===== src/rtl/scroll_msg_arbiter.sv =====
// scroll_msg_arbiter
// Shares the strobe interface of a four-digit scrolling display between two
// byte-stream sources. A granted source gets a buffer clear, then its bytes
// are replayed as timed active-low data strobes. The finished message is held
// on screen before the next source is served.
//
// Build option: define SCROLL_ARB_PRIORITY_EN for fixed priority (source 0
// wins simultaneous requests). Left undefined, simultaneous requests are
// served round-robin.
//
// MAX_LEN must not exceed 31 because the byte counter is 5 bits wide.
module scroll_msg_arbiter #(
    parameter int unsigned PULSE_CYCLES = 4,
    parameter int unsigned GAP_CYCLES   = 4,
    parameter int unsigned HOLD_CYCLES  = 24'd8388608,
    parameter int unsigned MAX_LEN      = 31
) (
    input  logic        clk,
    input  logic        rstn,
    input  logic [1:0]  src_valid,
    input  logic [15:0] src_data,
    input  logic [1:0]  src_last,
    output logic [1:0]  src_ready,
    output logic [7:0]  ascii,
    output logic        dsn,
    output logic        clearn,
    output logic [1:0]  grant,
    output logic        busy,
    output logic        drop
);

    typedef enum logic [2:0] {
        IDLE,
        CLR_LO,
        CLR_GAP,
        WAIT_BYTE,
        STB_LO,
        STB_GAP,
        HOLD
    } state_t;

    // One shared down-the-phase timer; 24 bits covers the hold interval.
    localparam int TIMER_W = 24;
    localparam logic [TIMER_W-1:0] PULSE_LAST = TIMER_W'(PULSE_CYCLES - 1);
    localparam logic [TIMER_W-1:0] GAP_LAST   = TIMER_W'(GAP_CYCLES - 1);
    localparam logic [TIMER_W-1:0] HOLD_LAST  = TIMER_W'(HOLD_CYCLES - 1);
    localparam logic [4:0]         MAX_COUNT  = 5'(MAX_LEN);

    state_t              state;
    logic [TIMER_W-1:0]  timer;
    logic [4:0]          count;
    logic                last_flag;
    logic [1:0]          pick;
    logic                accept;
    logic [7:0]          byte_in;
    logic                last_in;

`ifndef SCROLL_ARB_PRIORITY_EN
    // Index of the source served most recently; reset to 1 so source 0 wins
    // the first contested request.
    logic                rr_ptr;
`endif

    // src_ready is only ever set for the granted source and only in WAIT_BYTE,
    // so a handshake on any bit is a handshake with the owner.
    assign accept  = |(src_valid & src_ready);
    assign byte_in = grant[1] ? src_data[15:8] : src_data[7:0];
    assign last_in = |(src_last & grant);

    // Choose which requester gets the display when leaving IDLE.
    always_comb begin
        // NOTE: assign a default before any branch so no path leaves pick
        // unassigned; a missing default in combinational logic infers a latch.
        pick = 2'b00;
`ifdef SCROLL_ARB_PRIORITY_EN
        if (src_valid[0]) begin
            pick = 2'b01;
        end else if (src_valid[1]) begin
            pick = 2'b10;
        end
`else
        if (src_valid == 2'b11) begin
            pick = rr_ptr ? 2'b01 : 2'b10;
        end else begin
            pick = src_valid;
        end
`endif
    end

    // Arbitration, clear, strobe-replay and hold sequencing with registered outputs.
    always_ff @(posedge clk or negedge rstn) begin
        if (!rstn) begin
            state     <= IDLE;
            timer     <= '0;
            count     <= '0;
            last_flag <= 1'b0;
            ascii     <= 8'h20;
            dsn       <= 1'b1;
            clearn    <= 1'b1;
            src_ready <= 2'b00;
            grant     <= 2'b00;
            busy      <= 1'b0;
            drop      <= 1'b0;
`ifndef SCROLL_ARB_PRIORITY_EN
            rr_ptr    <= 1'b1;
`endif
        end else begin
            // NOTE: state registers use non-blocking assignments so every
            // register samples pre-edge values, matching the hardware.
            drop <= 1'b0;
            case (state)
                IDLE: begin
                    if (|pick) begin
                        grant  <= pick;
                        busy   <= 1'b1;
                        clearn <= 1'b0;
                        timer  <= '0;
                        state  <= CLR_LO;
`ifndef SCROLL_ARB_PRIORITY_EN
                        rr_ptr <= pick[1];
`endif
                    end
                end

                CLR_LO: begin
                    if (timer == PULSE_LAST) begin
                        clearn <= 1'b1;
                        timer  <= '0;
                        state  <= CLR_GAP;
                    end else begin
                        timer <= timer + 1'b1;
                    end
                end

                CLR_GAP: begin
                    if (timer == GAP_LAST) begin
                        count     <= '0;
                        timer     <= '0;
                        src_ready <= grant;
                        state     <= WAIT_BYTE;
                    end else begin
                        timer <= timer + 1'b1;
                    end
                end

                WAIT_BYTE: begin
                    if (accept) begin
                        if (count < MAX_COUNT) begin
                            ascii     <= byte_in;
                            last_flag <= last_in;
                            count     <= count + 1'b1;
                            src_ready <= 2'b00;
                            dsn       <= 1'b0;
                            timer     <= '0;
                            state     <= STB_LO;
                        end else begin
                            // Over-length byte: consumed and discarded. ascii keeps
                            // the last strobed character and ready stays up so the
                            // source can keep draining toward its last byte.
                            drop <= 1'b1;
                            if (last_in) begin
                                src_ready <= 2'b00;
                                timer     <= '0;
                                state     <= HOLD;
                            end
                        end
                    end
                end

                STB_LO: begin
                    if (timer == PULSE_LAST) begin
                        dsn   <= 1'b1;
                        timer <= '0;
                        state <= STB_GAP;
                    end else begin
                        timer <= timer + 1'b1;
                    end
                end

                STB_GAP: begin
                    if (timer == GAP_LAST) begin
                        timer <= '0;
                        if (last_flag) begin
                            state <= HOLD;
                        end else begin
                            src_ready <= grant;
                            state     <= WAIT_BYTE;
                        end
                    end else begin
                        timer <= timer + 1'b1;
                    end
                end

                HOLD: begin
                    if (timer == HOLD_LAST) begin
                        grant <= 2'b00;
                        busy  <= 1'b0;
                        timer <= '0;
                        state <= IDLE;
                    end else begin
                        timer <= timer + 1'b1;
                    end
                end

                default: begin
                    state <= IDLE;
                end
            endcase
        end
    end

endmodule


===== config.mk =====
export PLATFORM = sky130hd
export DESIGN_NAME = scroll_msg_arbiter
export DESIGN_NICKNAME = d
export VERILOG_FILES = /design/src/rtl/scroll_msg_arbiter.sv
export SDC_FILE = /design/constraint.sdc
export NUM_CORES = 1
export LEC_CHECK = 0
export CORE_ASPECT_RATIO = 1.1
export CORE_UTILIZATION = 30
export DETAILED_ROUTE_END_ITERATION = 16
export GPL_ROUTABILITY_DRIVEN = 0
export GPL_TIMING_DRIVEN = 1
export PLACE_DENSITY = 0.55
export SYNTH_ARGS = -nofsm -noshare
export SYNTH_HDL_FRONTEND = slang
export SYNTH_SLANG_ARGS = --single-unit

===== constraint.sdc =====
create_clock -name clk -period 4.4 [get_ports clk]
set_input_delay 0.88 -clock clk [delete_from_list [all_inputs] [get_ports clk]]
set_output_delay 0.88 -clock clk [all_outputs]
set_load 0.005 [all_outputs]

==> key figures, run 1 <==
Clock tree
  – Worst-Skew Late Latency: 0.31 ns
  – Sink Count: 50
  – H-tree Lvls: 2
  – CTS Buffer Depth: 2
  – Num CTS Buffers: 5
  – Clk root buf: clkbuf_8
  – Post-cts sizing count: 0
  – CTS tree: yes
  – Hold buffers post-CTS: 0
  – Worst-path clk slew: 0.10 ns
  – Post-CTS setup buffers: 0

Power
  – Cell-internal power: 0.604 mW
  – Psw: 0.164 mW
  – PD cells: 237 nW/µm²
  – Clock power frac: 0.361
  – Sw Ratio: 0.213
  – VDD IR max: 0.0911 mV
  – Combinational share of power: 0.041
  – Leakage: roughly 1.4 nW
  – Share of power burned in registers: 0.598

Worst setup path
  – CP cell instances: clkdlybuf4s50_1 -> a22oi_1 -> a41o_1 -> a22o_1 -> and2b_1 -> o21ai_0
  – R2r setup slk: 1.79 ns
  – Worst Setup EP: timer[16]$_DFFE_PN0P_
  – Reg2reg start: timer[0]$_DFFE_PN0P_
  – Crit path capture type: flop
  – Crit-path max FO: 18
  – Critical path required time: 4.57 ns
  – Reg2Reg Capture Point: timer[16]$_DFFE_PN0P_
  – Slowest CP cell: and2b_1
  – Kind of critical path: input port to flop
  – Worst Setup SP: src_valid[0]
  – R2R cell count: 7
  – Largest stage delay, worst path: about 0.65 ns
  – Critical Path AT: 2.92 ns
  – Startpoint Class: input port

Die
  – # rows: 36
  – Core ar.: 8830 µm²
  – Io pins: 38
  – Starting Density: 0.308
  – DIE AREA: around 9500 µm²
  – Die width: 92.8 µm
  – Die H: 102 µm

Yosys
  – Async set or reset register ratio after synthesis: 1.00
  – Main flop type after synthesis: dfrtp_1
  – Count of cell types in the netlist: 47
  – Net Count, Synth: ~320
  – Cell Area, Synth: 2720 µm²
  – Mapped Cells: 299
  – Yosys warning count: 0
  – Syn Area/Cell: 9.10 µm²
  – Yosys reg bits: 50
  – EDFF count, synth: 0
  – Seq/Total Area, Yosys: 0.462

Drt
  – Initial DRT Pass Iterations: 10
  – Post-detailed-route count of antenna-violating nets: 0
  – Vias per inst: around 5.2
  – Average wire per standard cell: roughly 15 µm
  – DRC: 1
  – Wl on met1: 2.93 mm
  – Top routing layer in use: met4
  – Vias post-DR: 2324
  – Routed WL: 6.54 mm
  – Met3 Wirelength: 240 µm
  – WL met2: 3.29 mm
  – Iter 0 DRT Violations: between 150 and 200

Timing
  – Final slew viol count: 0
  – Final setup viols: 0
  – Final Worst Setup Slack: between 1.5 and 2 ns
  – Clock skew: 0.0120 ns
  – Worst-Margin Slew: approximately 0.76 ns
  – RSZ-0062 raised after global routing: no
  – Final min period: about 2.8 ns
  – Slew HR: 0.490
  – Fmax: 363 MHz
  – Setup tns final: 0 ns
  – Final Hold Fails: 0
  – Fin crit share: 0.625

Finish
  – NumNets Final: 355
  – Final std cells w/o fill: ~450
  – Layout cells sized above 1: 0.0572
  – Layout area overhead: 19.5%
  – ANT cells: 0

Flow run
  – Max Cap Viol: 0

Placed design
  – HPWL after DPL: 4.66 mm
  – Placed Cells: between 400 and 500
  – Port bufs: 37
  – Place WS: 1.28 ns

GRT
  – GRT Residual Overflow: 0
  – Vias in the first global route: roughly 2300
  – First-pass GRT wire length: 11.2 mm
  – Tot GR Track Use: 0.149
  – Largest net degree at the start of global routing: between 50 and 60
  – Initial antenna violation count: 0

Outcome
  – Violated checks: design-rule violations
  – Outcome: finished with violations

Min path
  – Worst Hold Class: flop to flop
==> Yosys cell counts, drive strengths merged (2+ instances only) <==
cell	instances	area, µm²
nor3	7	35.0
o32ai	3	26.3
nand4	6	37.5
dfstp	4	105
and4	4	35.0
buf	4	43.8
clkbuf	9	33.8
and3b	2	17.5
mux2i	8	80.1
xor2	7	61.3
nand2	35	131
ha	2	25.0
or3	8	50.1
a21oi	10	50.1
nor2	24	90.1
o22ai	2	18.8
nand2b	4	25.0
a21boi	2	15.0
a22o	4	35.0
nor4	4	25.0
dfrtp	46	1150
and3	10	62.6
xnor2	5	43.8
inv	8	30.0
nand3	19	95.1
a22oi	2	15.0
and2b	2	15.0
o31ai	4	30.0
o21ai	39	195
a21o	3	22.5
==> power groups by stage <==
stage,sequential [mW],combinational (mW),clock [mW]
2_1_floorplan,0.468,0.00302,0
3_3_place_gp,0.468,0.0327,0
3_5_place_dp,0.468,0.0332,0
4_1_cts,0.459,0.0334,0.291
5_1_grt,0.459,0.0358,0.311
6_report,0.459,0.0317,0.278
==> how the worst min path moves through the flow <==
stage / start / end / slack [ns] / depth (start not counted)
after floorplan: dsn$_DFFE_PN1P_ / dsn$_DFFE_PN1P_ / 0.46 / 2
after global routing: ascii[5]$_DFFE_PN1P_ / ascii[5]$_DFFE_PN1P_ / 0.51 / 2
after detailed placement: ascii[1]$_DFFE_PN0P_ / ascii[1]$_DFFE_PN0P_ / 0.47 / 2
final: ascii[1]$_DFFE_PN0P_ / ascii[1]$_DFFE_PN0P_ / 0.48 / 2
after global placement: ascii[7]$_DFFE_PN0P_ / ascii[7]$_DFFE_PN0P_ / 0.46 / 2
after CTS: ascii[5]$_DFFE_PN1P_ / ascii[5]$_DFFE_PN1P_ / 0.49 / 2
==> area by class of cell <==
| type | instances | area (µm²) |
|---|---|---|
| clock buffers | 7 | 86.3 |
| clock inverters | 1 | 5.00 |
| fillers | 930 | 5580 |
| inverters | 8 | 30.0 |
| multi-input cells | 228 | 1360 |
| flip-flops and latches | 50 | 1260 |
| well taps | 114 | 143 |
| repair buffers | 38 | 373 |
==> layout by cell type, fill, tap and decap left out, drive strengths merged, types with 2 or more instances in the layout <==
| cell | n |
|---|---|
| xor2 | 7 |
| nand3 | 19 |
| clkbuf | 7 |
| xnor2 | 5 |
| nand2b | 4 |
| dfrtp | 46 |
| a22oi | 2 |
| and3b | 2 |
| mux2i | 8 |
| o32ai | 3 |
| nor4 | 4 |
| a21boi | 2 |
| nand4 | 6 |
| and3 | 10 |
| o31ai | 4 |
| o21ai | 39 |
| nor2 | 24 |
| buf | 2 |
| or3 | 8 |
| dfstp | 4 |
| and4 | 4 |
| a22o | 4 |
| clkdlybuf4s50 | 36 |
| ha | 2 |
| and2b | 2 |
| o22ai | 2 |
| inv | 8 |
| nor3 | 7 |
| a21oi | 10 |
| a21o | 3 |
| nand2 | 35 |
==> state kept, by name, indices dropped and copies added, names as in the netlist <==
register,cells
count,5
timer,24
state,3
dsn,1
src_ready,2
grant,2
drop,1
ascii,8
clearn,1
busy,1
rr_ptr,1
last_flag,1
==> metrics by stage <==
step	power, mW	utilization	hold WS [ns]	instance area [µm²]
global placement	0.501	0.358	0.463	3160
detailed placement	0.501	0.358	0.472	3160
CTS	0.784	0.368	0.492	3250
finish	0.769	0.368	0.484	3250
global route	0.806	0.368	0.513	3250
floorplan	0.471	-	0.465	2720
==> kinds of logic after synthesis <==
family | synth area share
AND/OR/NAND/NOR | 0.248
AO/OA/AOI/OAI | 0.173
flip-flops | 0.462
buffers and inverters | 0.0396
XOR/XNOR | 0.0386
multiplexers | 0.0294
adder cells (fa/ha/maj) | 0.00920
==> critical path, delay by kind of cell <==
family          cells  cell delay [ns]
compound gates      4             0.86
buf+inv             1             0.53
simple gates        1             0.65
==> routing by layer <==
metal,global-route usage,vias up
met5,0,-
met4,0.0485,0
met3,0.0268,9
met2,0.257,50
met1,0.189,1118
li1,-,1147
Note: power is estimated with default switching activity, not from simulation.
==> inputs of run 2 (changes only) <==
Settings changed: PLACE_DENSITY 0.55 to 0.57.
Clock period 4.4 ns to 2.45 ns, I/O delays scaled along.
==> run 2 against run 1 <==
The run now ends clean. Via count grew 2.7%. Highest routed layer unchanged. Largest power group unchanged. Largest cell class unchanged. Critical path type is now flop to flop. Worst setup slack lost 1.5 ns. First-iteration DRC count shrank 37%. Combinational power grew 89%. Final area grew 3.3%.
==> key figures, run 2 (synthesized netlist as in run 1, its figures left out) <==
Clock tree
  – Sink Count: 50
  – Hold buffers post-CTS: 0
  – Num CTS Buffers: 5
  – Worst-Skew Late Latency: 0.31 ns
  – CTS Buffer Depth: 2
  – Worst-path clk slew: around 0.090 ns
  – CTS tree: yes
  – H-tree Lvls: 2
  – Clk root buf: clkbuf_8

Finish
  – Top flop regs: timer: 24 flops, ascii: 8 flops, count: 5 flops
  – Layout area overhead: 23.4%
  – Layout cells sized above 1: 0.0906
  – Biggest register: timer
  – Max reg flops: 24
  – Leading cell type in the layout, fill and taps excluded: dfrtp_1
  – NumNets Final: 365
  – Total of fill cells in the finished design: 939
  – ANT cells: 0
  – Commonest non-fill, non-tap cells in the layout: dfrtp_1 (46), o21ai_0 (39), clkdlybuf4s50_1 (36)
  – Final core utilization: 0.380

Power
  – VDD IR max: around 0.19 mV
  – PD cells: ~410 nW/µm²
  – Leakage: 1.42 nW

GRT
  – First-pass GRT wire length: about 11 mm
  – Tot GR Track Use: 0.144
  – Largest net degree at the start of global routing: 51
  – Initial antenna violation count: 0
  – GRT Residual Overflow: 0
  – Vias in the first global route: 2227

Drt
  – Initial DRT Pass Iterations: 4
  – Routed WL: between 6 and 7 mm
  – Vias post-DR: about 2400
  – Post-detailed-route count of antenna-violating nets: 0
  – DRC: 0
  – Vias per inst: about 5.2
  – Iter 0 DRT Violations: between 90 and 100
  – Average wire per standard cell: 14.5 µm

Timing
  – Hold WS: 0.286 ns
  – Final min period: 2.31 ns
  – Fin crit share: 0.942
  – Final slew viol count: 0
  – Final setup viols: 0
  – Clock skew: 0.0108 ns
  – Slew HR: 0.564
  – Worst-Margin Slew: 0.655 ns
  – Fmax: 433 MHz
  – Final Hold Fails: 0

Worst setup path
  – Crit path capture type: flop
  – Critical Path AT: 2.48 ns
  – Kind of critical path: flop to flop
  – Critical path required time: 2.62 ns
  – Crit-path max FO: 10
  – Startpoint Class: flop

Die
  – Starting Density: 0.308
  – Die width: 92.8 µm
  – DIE AREA: 9450 µm²
  – Die H: 102 µm
  – Io pins: 38
  – Core ar.: about 8800 µm²
  – # rows: 36

Placed design
  – HPWL after DPL: 4.73 mm
  – Port bufs: 37

Flow run
  – Max Cap Viol: 0

Outcome
  – Outcome: completed

Min path
  – Worst Hold Class: input port to asynchronous set/reset pin
[run 2: cell count changes in the layout (fill, tap and decap cells not counted), sizes merged]
| cell | change |
|---|---|
| buf | +10 |
[run 2: repair_timing]
action                                  4_1_cts  5_1_grt
endpoints found under the setup margin        0        1
setup buffers                                 0        0
gates resized for setup                       0        3
[run 2: cell type report]
class                      count  area, µm²  area share
multi-input combinational    228       1380       0.410
clock buffer                   7       86.3      0.0257
sequential                    50       1260       0.374
inverter                       8       30.0     0.00895
tap                          114        143      0.0425
timing repair buffer          48        460       0.137
clock inverter                 1       5.00     0.00149
[run 2: routing by layer]
metal / GRT usage / wire length (µm)
met3: 0.0298 / 311
met5: 0 / 0
met4: 0.0450 / 87
met1: 0.180 / 2900
met2: 0.252 / 3320
[run 2: worst max-delay path, stage by stage (launching register included)]
cell and delay [ns]:
dfrtp_1 0.41, ha_1 0.25, and3_1 0.24, nand4_1 0.14, o21ai_0 0.42, o311ai_4 0.27
o31ai_1 0.33, o31ai_1 0.11
[run 2: final timing paths]
check | end | start | slack, ns | depth (start not counted)
max in group asynchronous | count[2]$_DFFE_PN0P_ | rstn | 1.71 | 2
min in group clk | ascii[5]$_DFFE_PN1P_ | ascii[5]$_DFFE_PN1P_ | 0.49 | 2
min reg2reg | ascii[5]$_DFFE_PN1P_ | ascii[5]$_DFFE_PN1P_ | 0.49 | 2
min | timer[6]$_DFFE_PN0P_ | rstn | 0.29 | 2
max | state[1]$_DFFE_PN0P_ | timer[0]$_DFFE_PN0P_ | 0.14 | 7
max reg2reg | state[1]$_DFFE_PN0P_ | timer[0]$_DFFE_PN0P_ | 0.14 | 7
[run 2: per-stage QoR]
stage,setup slack [ns],TNS (ns),cell area (µm²),cells,power (mW)
floorplan,0.431,0,2720,299,0.847
detailed placement,0.0839,0,3250,448,0.904
global route,-0.0417,-0.125,3360,456,1.43
global placement,0.154,0,3250,448,0.902
finish,0.142,0,3360,456,1.38
CTS,0.185,0,3340,456,1.40
[run 2: where the power goes]
part / internal, mW / total, mW / switching [mW]
combinational: 0.0343 / 0.0598 / 0.0255
sequential: 0.825 / 0.825 / 0
clock: 0.228 / 0.491 / 0.263
total: 1.09 / 1.38 / 0.288
